## config.mk

```make
export PLATFORM = sky130hd
export DESIGN_NAME = bus_arbiter_decoder
export DESIGN_NICKNAME = d
export VERILOG_FILES = /design/src/rtl/bus_pkg.sv /design/src/rtl/bus_addr_decoder.sv /design/src/rtl/bus_arbiter_decoder.sv
export SDC_FILE = /design/constraint.sdc
export NUM_CORES = 1
export LEC_CHECK = 0
export BUFFER_PORTS_ARGS = -buffer_cell sky130_fd_sc_hd__buf_4
export CAP_MARGIN = 20
export CORE_AREA = 2 2 88 90
export CTS_BUF_LIST = sky130_fd_sc_hd__clkbuf_8 sky130_fd_sc_hd__clkbuf_16
export DETAILED_ROUTE_END_ITERATION = 6
export DIE_AREA = 0 0 90 92
export GPL_TIMING_DRIVEN = 0
export SYNTH_ARGS = -nofsm -noshare
export SYNTH_HDL_FRONTEND = slang
export SYNTH_SLANG_ARGS = --single-unit
```

## constraint.sdc

```tcl
create_clock -name clk -period 1.4 [get_ports clk]
set_input_delay 0.14 -clock clk [delete_from_list [all_inputs] [get_ports clk]]
set_output_delay 0.14 -clock clk [all_outputs]
set_load 0.01 [all_outputs]
```

## src/rtl/bus_pkg.sv

```systemverilog
// Shared definitions for the bus arbiter/decoder slice: grant-state
// encoding, default widths, slave base addresses and decode field.
package bus_pkg;

    localparam int ADDR_W_DEF = 8;
    localparam int DATA_W_DEF = 32;

    typedef enum logic {
        M0_GRANT = 1'b0,
        M1_GRANT = 1'b1
    } grant_e;

    localparam logic [7:0] S0_BASE_DEF = 8'h00;
    localparam logic [7:0] S1_BASE_DEF = 8'h60;

    // Slaves are decoded on the top three address bits.
    localparam int DEC_HI = 7;
    localparam int DEC_LO = 5;

    function automatic logic field_match(
        input logic [7:0] addr,
        input logic [7:0] base
    );
        return addr[DEC_HI:DEC_LO] == base[DEC_HI:DEC_LO];
    endfunction

endpackage

```

## src/rtl/bus_addr_decoder.sv

```systemverilog
// Address-to-slave-select decode plus registered-select read-data mux.
// Ports: clk/rst_n, req_valid, address, s0/s1 read data, s0/s1 selects, m_din.
module bus_addr_decoder
    import bus_pkg::*;
#(
    parameter int         ADDR_W  = ADDR_W_DEF,
    parameter int         DATA_W  = DATA_W_DEF,
    parameter logic [7:0] S0_BASE = S0_BASE_DEF,
    parameter logic [7:0] S1_BASE = S1_BASE_DEF
) (
    input  logic              clk,
    input  logic              rst_n,
    input  logic              req_valid,
    input  logic [ADDR_W-1:0] address,
    input  logic [DATA_W-1:0] s0_dout,
    input  logic [DATA_W-1:0] s1_dout,
    output logic              s0_sel,
    output logic              s1_sel,
    output logic [DATA_W-1:0] m_din
);

    logic       hit0;
    logic       hit1;
    logic [1:0] sel_d;
    logic [1:0] sel_q;

    always_comb begin
        hit0   = field_match(address[7:0], S0_BASE);
        hit1   = field_match(address[7:0], S1_BASE);
        s0_sel = req_valid & hit0;
        // s0 wins if both bases were ever configured onto one field.
        s1_sel = req_valid & hit1 & ~hit0;
        sel_d  = {s1_sel, s0_sel};
    end

    always_ff @(posedge clk or negedge rst_n) begin
        if (!rst_n) begin
            sel_q <= 2'b00;
        end else begin
            sel_q <= sel_d;
        end
    end

    // Steered by last cycle's select, independent of the current grant.
    always_comb begin
        m_din = '0;
        if (sel_q[0]) begin
            m_din = s0_dout;
        end else if (sel_q[1]) begin
            m_din = s1_dout;
        end
    end

endmodule

```

## src/rtl/bus_arbiter_decoder.sv

```systemverilog
// Two-master bus stage: Moore grant FSM, address/data mux, slave decode.
// Ports: clk, reset_n, m0_*/m1_* master side, s_*/s0_*/s1_* slave side,
// m_din read return. Define BUS_DECERR_EN to add sticky dec_err output.
module bus_arbiter_decoder
    import bus_pkg::*;
#(
    parameter int         ADDR_W  = ADDR_W_DEF,
    parameter int         DATA_W  = DATA_W_DEF,
    parameter logic [7:0] S0_BASE = S0_BASE_DEF,
    parameter logic [7:0] S1_BASE = S1_BASE_DEF
) (
    input  logic              clk,
    input  logic              reset_n,
    input  logic              m0_req,
    input  logic              m0_wr,
    input  logic [ADDR_W-1:0] m0_address,
    input  logic [DATA_W-1:0] m0_dout,
    input  logic              m1_req,
    input  logic              m1_wr,
    input  logic [ADDR_W-1:0] m1_address,
    input  logic [DATA_W-1:0] m1_dout,
    output logic              m0_grant,
    output logic              m1_grant,
    output logic              s0_sel,
    output logic              s1_sel,
    output logic [ADDR_W-1:0] s_address,
    output logic              s_wr,
    output logic [DATA_W-1:0] s_din,
    input  logic [DATA_W-1:0] s0_dout,
    input  logic [DATA_W-1:0] s1_dout,
    output logic [DATA_W-1:0] m_din
`ifdef BUS_DECERR_EN
    ,
    output logic              dec_err
`endif
);

    grant_e state_q;
    grant_e state_d;
    logic   m0_grant_q;
    logic   m1_grant_q;
    logic   granted_req;
    logic   req_valid;

    always_comb begin
        state_d = state_q;
        case (state_q)
            M0_GRANT: if (!m0_req && m1_req) state_d = M1_GRANT;
            M1_GRANT: if (!m1_req) state_d = M0_GRANT;
            default:  state_d = M0_GRANT;
        endcase
    end

    always_ff @(posedge clk or negedge reset_n) begin
        if (!reset_n) begin
            state_q    <= M0_GRANT;
            m0_grant_q <= 1'b1;
            m1_grant_q <= 1'b0;
        end else begin
            state_q    <= state_d;
            m0_grant_q <= (state_d == M0_GRANT);
            m1_grant_q <= (state_d == M1_GRANT);
        end
    end

    assign m0_grant = m0_grant_q;
    assign m1_grant = m1_grant_q;

    // Bus is idle while in reset or when the owner is not requesting.
    always_comb begin
        granted_req = (state_q == M1_GRANT) ? m1_req : m0_req;
        req_valid   = granted_req & reset_n;
        s_address   = '0;
        s_wr        = 1'b0;
        s_din       = '0;
        if (req_valid) begin
            if (state_q == M1_GRANT) begin
                s_address = m1_address;
                s_wr      = m1_wr;
                s_din     = m1_dout;
            end else begin
                s_address = m0_address;
                s_wr      = m0_wr;
                s_din     = m0_dout;
            end
        end
    end

    bus_addr_decoder #(
        .ADDR_W  (ADDR_W),
        .DATA_W  (DATA_W),
        .S0_BASE (S0_BASE),
        .S1_BASE (S1_BASE)
    ) u_dec (
        .clk       (clk),
        .rst_n     (reset_n),
        .req_valid (req_valid),
        .address   (s_address),
        .s0_dout   (s0_dout),
        .s1_dout   (s1_dout),
        .s0_sel    (s0_sel),
        .s1_sel    (s1_sel),
        .m_din     (m_din)
    );

`ifdef BUS_DECERR_EN
    logic dec_err_q;
    logic dec_err_d;

    always_comb begin
        dec_err_d = dec_err_q | (req_valid & ~s0_sel & ~s1_sel);
    end

    always_ff @(posedge clk or negedge reset_n) begin
        if (!reset_n) begin
            dec_err_q <= 1'b0;
        end else begin
            dec_err_q <= dec_err_d;
        end
    end

    assign dec_err = dec_err_q;
`endif

endmodule

```

==> results of run 1 <==
## logic make-up (layout without fill, tap and decap cells)
family,count (synthesis),in the layout
multiplexers,41,41
flip-flops,4,4
AO/OA/AOI/OAI,34,34
buffers and inverters,21,267
AND/OR/NAND/NOR,53,53
## routing by layer
| metal | wire, microns | vias up | track usage, % | share of wire, % |
|---|---|---|---|---|
| met5 | 0 | - | 0 | 0 |
| met4 | 98 | 0 | 4.36 | 1.3 |
| met3 | 841 | 8 | 6.49 | 11 |
| met2 | 4250 | 138 | 34.8 | 55 |
| met1 | 2560 | 1012 | 16.6 | 33 |
| li1 | - | 1092 | - | - |
## how the worst max path moves through the flow
| stage | end | start | depth (start not counted) |
|---|---|---|---|
| 2_1_floorplan | s0_sel | m1_grant | 3 |
| 3_3_place_gp | s_din[25] | m1_grant | 4 |
| 3_5_place_dp | s_din[3] | m1_grant | 4 |
| 4_1_cts | s0_sel | m1_grant | 4 |
| 5_1_grt | s0_sel | m1_grant | 4 |
| 6_report | s0_sel | m1_grant | 4 |
## synthesized netlist by cell type
library cell   n  area share, %
dfstp_2        1            2.2
a211oi_2       1            1.0
mux2i_1       41             34
dfrtp_1        3            6.3
nor2b_1        1           0.52
or4_1          1           0.63
clkbuf_1      11            3.5
nand3b_1       1           0.63
and2_1         1           0.52
buf_4          3            1.9
nand2b_1       1           0.52
a22o_1        31             23
or3b_2         1           0.73
nor3_1        40             17
nand4b_1       1           0.73
nand2_1        4            1.3
buf_2          5            2.1
o21ai_0        1           0.42
or4b_1         1           0.84
nand4_1        1           0.52
buf_6          1           0.94
a22oi_1        1           0.63
inv_1          1           0.31
## stage by stage
stage                     TNS (ns)  utilization, %  worst slack [ns]  hold WS (ns)  area (sq um)
after global placement      -19.33            40.8            -0.511       -0.0374          3040
after floorplan             -0.893               -           -0.0384        -0.156          1210
after detailed placement    -19.48            40.8            -0.502       -0.0334          3040
final                       -14.46            47.4            -0.381         0.108          3530
after CTS                   -17.76            46.7            -0.424         0.117          3480
after global routing        -19.73            47.4            -0.456         0.123          3530
## area by class of cell
cell class | instances | area share [%]
Tap cell | 102 | 3.62
Multi-Input combinational cell | 128 | 30.0
Sequential cell | 4 | 2.94
Buffer | 18 | 6.24
Clock inverter | 1 | 0.106
Inverter | 1 | 0.106
Clock buffer | 3 | 1.17
Timing Repair Buffer | 244 | 55.8
## critical path, stage by stage (launching register included)
cell and delay (ns):
dfrtp_2 0.42, buf_6 0.13, or4_4 0.42, a211oi_4 0.29
buf_6 0.15
## registers in the layout, indices dropped and copies added, names as in the netlist
register / count
m1_grant: 1
u_dec.sel_q: 2
m0_grant: 1
## where the power goes
part	total [mW]	internal, mW	leakage [nW]	switching [mW]
clock network	0.254	0.187	0.0269	0.0662
registers	0.128	0.123	0.0479	0.00457
logic	0.941	0.583	1.73	0.358
## timing repair
action,in CTS,in global routing
endpoints found under the setup margin,77,76
cloned,7,1
hold buffers,1,0
pin swaps,4,5
setup buffers,10,1
gates resized for setup,69,14
hold endpoints to repair,4,0
==> impl_metrics.tcl, run 1 <==
set metrics [dict create \
    synth_nets 303 \
    timing.rr.start "m1_grant" \
    leakage_nw 1.80 \
    max_cap_viol_count 0 \
    violations "negative setup slack" \
    drc 0 \
    pin_count 227 \
    clk_pin_slew_ns 0.03 \
    first_iter_violations 5 \
    grt_pass1_wl_microns 11600 \
    cts.htree.levels 1 \
    route.antenna.remaining_nets 0 \
    hold_viol 0 \
    dieArea_sq_mm 0.00828 \
    worstMarginPinSlew_ns 0.518 \
    num_rows 32 \
    die_w_microns 90 \
    overflow 0 \
    timing.final.crit_share_pct 127 \
    cts_tree "built" \
    grt_pass1_vias 2303 \
    synthCells 153 \
    p_total_mw 1.32 \
    cts-buffers-inserted 3 \
    rr_worst_depth 3 \
    cts_max_path_buffers 2 \
    nets 550 \
    final_cell_mix "buf_4 (215), mux2i_1 (40), nor3_1 (34), a22o_1 (31), buf_6 (30)" \
    vias 2250 \
    drive_gt1_share_pct 69.2 \
    hold_end "m0_grant" \
    slew_viol_final 0 \
    synth_mux_area_share_pct 34.3 \
    antenna_found_initial 0 \
    clock_latency_ns 0.22 \
    ff_latch_area_sq_um 104 \
    vias_per_cell 4.49 \
    hold_start "m1_req" \
    drt_wl_total_microns 7740 \
    wl_per_cell_microns 15.5 \
    n_antenna_cell 0 \
    drtPass1Iterations 4 \
    endpoint_kind "primary output" \
    multi_input_area_sq_mm 0.00106 \
    clock-root-buffer "clkbuf_8" \
    synth_top_family_by_area "multiplexers" \
    synth-seq-cells 4 \
    synth_compound_area_share_pct 24.8 \
    ys_seq_area_share_pct 8.48 \
    final_cells 501 \
    fillCellCount 723 \
    io_buffers 226 \
    irDropWorstVdd_v 0.000165 \
    power_density_mw_per_mm2 375 \
    synth-warning-count 0 \
    crit_fanout 5 \
    arrival_ns 1.64 \
    dp_cells 481 \
    relSlewSlack_pct 65.4 \
    synth-xor-area-share_pct 0 \
    place_congestion 0.768 \
    fmax_mhz 562 \
    yosys.area_share.adder_pct 0 \
    synth-simple-area-share_pct 23.7 \
    initial_utilization_pct 16.0 \
    fin_worst_skew_ns 0.00311 \
    dp_hpwl_microns 6260 \
    area_delta_synth_final_pct 195 \
    die_h_microns 92 \
    period_minus_slack_ns 1.78 \
    hold_class "input pin to flip-flop" \
    final_common_cell "buf_4" \
    syn_avg_cell_area_sq_um 7.81 \
    design.core.area_sq_mm 0.00745 \
    ys_types 23 \
    grt_start_max_net_pins 11 \
    clock_sinks 4 \
    syn_area_sq_mm 0.00119 \
    path_class "flip-flop to primary output" \
    track_usage_pct 17.4 \
    layout_setup_ws_ns -0.381 \
    holdPathStages 2 \
    cp.required_ns 1.26 \
    r2r_end "u_dec.sel_q[0]" \
    rsz0062_at_grt "true" \
    status "finished with violations" \
    setup_viol 73 \
    r2r_slack_ns 0.02 \
    startpoint_type "flip-flop" \
]
Note: power is estimated with default switching activity, not from simulation.
==> run 2: changes to the inputs <==
Settings changed: REMOVE_ABC_BUFFERS set to 1.
==> impl_metrics.tcl, run 2 (synthesis results as in run 1) <==
set metrics [dict create \
    nets 549 \
    fillCellCount 710 \
    arrival_ns 1.69 \
    top_register "u_dec.sel_q" \
    setup_viol 77 \
    cts-buffers-inserted 3 \
    final_cells 502 \
    dieArea_sq_mm 0.00828 \
    use_met1_pct 20.0 \
    fin_worst_skew_ns 0.000532 \
    critPathBufInv 4 \
    vias 2313 \
    area_delta_synth_final_pct 229 \
    endpoint_kind "primary output" \
    final_common_cell "buf_4" \
    dp_cells 465 \
    grt_util_met2_pct 34.3 \
    seqPwrFrac_pct 8.6 \
    slew_viol_final 0 \
    timing.final.crit_share_pct 131 \
    crit_top_cell "buf_6" \
    cp_slowest_stage_delay_ns 0.48 \
    p_total_mw 1.51 \
    p_sw_mw 0.525 \
    hold_viol 0 \
    grt_pass1_wl_microns 12100 \
    overflow 0 \
    slowest_stage "dfrtp_4" \
    initial_utilization_pct 16.0 \
    drive_gt1_share_pct 82.2 \
    relSlewSlack_pct 52.8 \
    cts_max_path_buffers 2 \
    clock-root-buffer "clkbuf_8" \
    final_cell_mix "buf_4 (218), a22o_1 (31), nor3_2 (27), mux2i_1 (26), buf_6 (25)" \
    num_rows 32 \
    violations "negative setup slack" \
    antenna_found_initial 1 \
    status "finished with violations" \
    setup_tns_ns -19.00 \
    io_buffers 226 \
    fmax_mhz 545 \
    hold_class "input pin to flip-flop" \
    period_minus_slack_ns 1.83 \
    dp_hpwl_microns 5900 \
    pin_count 227 \
    cts_tree "built" \
    grt_pass1_vias 2266 \
    clock_sinks 4 \
    swShare_pct 34.8 \
    rsz0062_at_grt "true" \
    hold_ws_ns 0.141 \
    largest_reg_flops 2 \
    clk_pin_slew_ns 0.03 \
    die_h_microns 92 \
    internal_power_mw 0.986 \
    ff_latch_area_sq_um 109 \
    wl_per_cell_microns 16.9 \
    leakage_nw 1.90 \
    max_cap_viol_count 0 \
    hold_start "m1_req" \
    power_density_mw_per_mm2 384 \
    grt_util_met3_pct 5.34 \
    route.antenna.remaining_nets 0 \
    die_w_microns 90 \
    crit_fanout 20 \
    track_usage_pct 18.3 \
    vias_per_cell 4.61 \
    combPwrFrac_pct 74.5 \
    layout_setup_ws_ns -0.435 \
    cts.htree.levels 1 \
    path_class "flip-flop to primary output" \
    crit_start "m1_grant" \
    irDropWorstVdd_v 0.000161 \
    drt_wl_total_microns 8500 \
    crit_path_cell_trace "buf_6 -> buf_6 -> mux2i_4 -> buf_16 -> nor3_1 -> buf_4" \
    clock_latency_ns 0.22 \
    place_ws_ns -0.766 \
    drtPass1Iterations 5 \
    worstMarginPinSlew_ns 0.704 \
    drc 0 \
    grt-busiest-layer "met2" \
    grt_start_max_net_pins 23 \
    first_iter_violations 47 \
    cp_top_family "buffers and inverters" \
    multi_input_area_sq_mm 0.00137 \
    timing.rr.start "m1_grant" \
    place_congestion 0.772 \
    clockPowerShare_pct 16.9 \
    cp.required_ns 1.26 \
    design.core.area_sq_mm 0.00745 \
    startpoint_type "flip-flop" \
]
[run 2: cell types whose count changed in the layout (fill, tap and decap cells not counted), sizes merged]
cell	before	now
clkbuf	12	5
buf	252	256
clkinvlp	0	2
diode	0	2
inv	2	1
mux2i	41	42
[run 2: path summary, 6_finish.rpt]
| kind | end | slack [ns] | depth (start not counted) |
|---|---|---|---|
| min in group asynchronous | m1_grant | 0.31 | 2 |
| worst max-delay path | s_address[0] | -0.43 | 6 |
| max in group asynchronous | m0_grant | 0.84 | 2 |
| worst max register to register | u_dec.sel_q[0] | -0.43 | 9 |
| worst min register to register | u_dec.sel_q[1] | 0.99 | 5 |
| worst min-delay path | m0_grant | 0.14 | 2 |
[run 2: final cells by class]
type | instances | area share (%)
clock buffer | 3 | 1.05
timing repair buffer | 259 | 57.7
inverter | 1 | 0.191
antenna | 2 | 0.127
tap | 102 | 3.25
timing repair inverter | 1 | 0.127
sequential | 4 | 2.77
clock inverter | 1 | 0.0955
multi-input combinational | 129 | 34.7
[run 2: timing repair]
item / 4_1_cts / 5_1_grt
hold buffers: 1 / 0
gates cloned: 4 / 4
resized for setup: 78 / 34
hold endpoints to repair: 4 / 0
setup buffers: 22 / 2
setup endpoints to repair: 79 / 78
pin swaps: 12 / 8
[run 2: stage by stage]
step / utilization (%) / instance area (sq um)
2_1_floorplan: - / 1090
3_3_place_gp: 39.2 / 2920
3_5_place_dp: 40.6 / 3030
4_1_cts: 49.5 / 3690
5_1_grt: 52.7 / 3930
6_report: 52.8 / 3930
[run 2: routing by layer]
| metal | routed length [microns] | vias up |
|---|---|---|
| li1 | - | 1098 |
| met1 | 3050 | 1063 |
| met2 | 4510 | 144 |
| met3 | 852 | 8 |
| met4 | 87 | 0 |
| met5 | 0 | - |
[run 2: power by group through the flow]
stage	clock network (mW)	registers [mW]	logic [mW]
CTS	0.257	0.129	1.05
detailed placement	0	0.152	0.816
global placement	0	0.172	0.758
global route	0.270	0.130	1.19
finish	0.256	0.129	1.13
floorplan	0	0.163	0.252
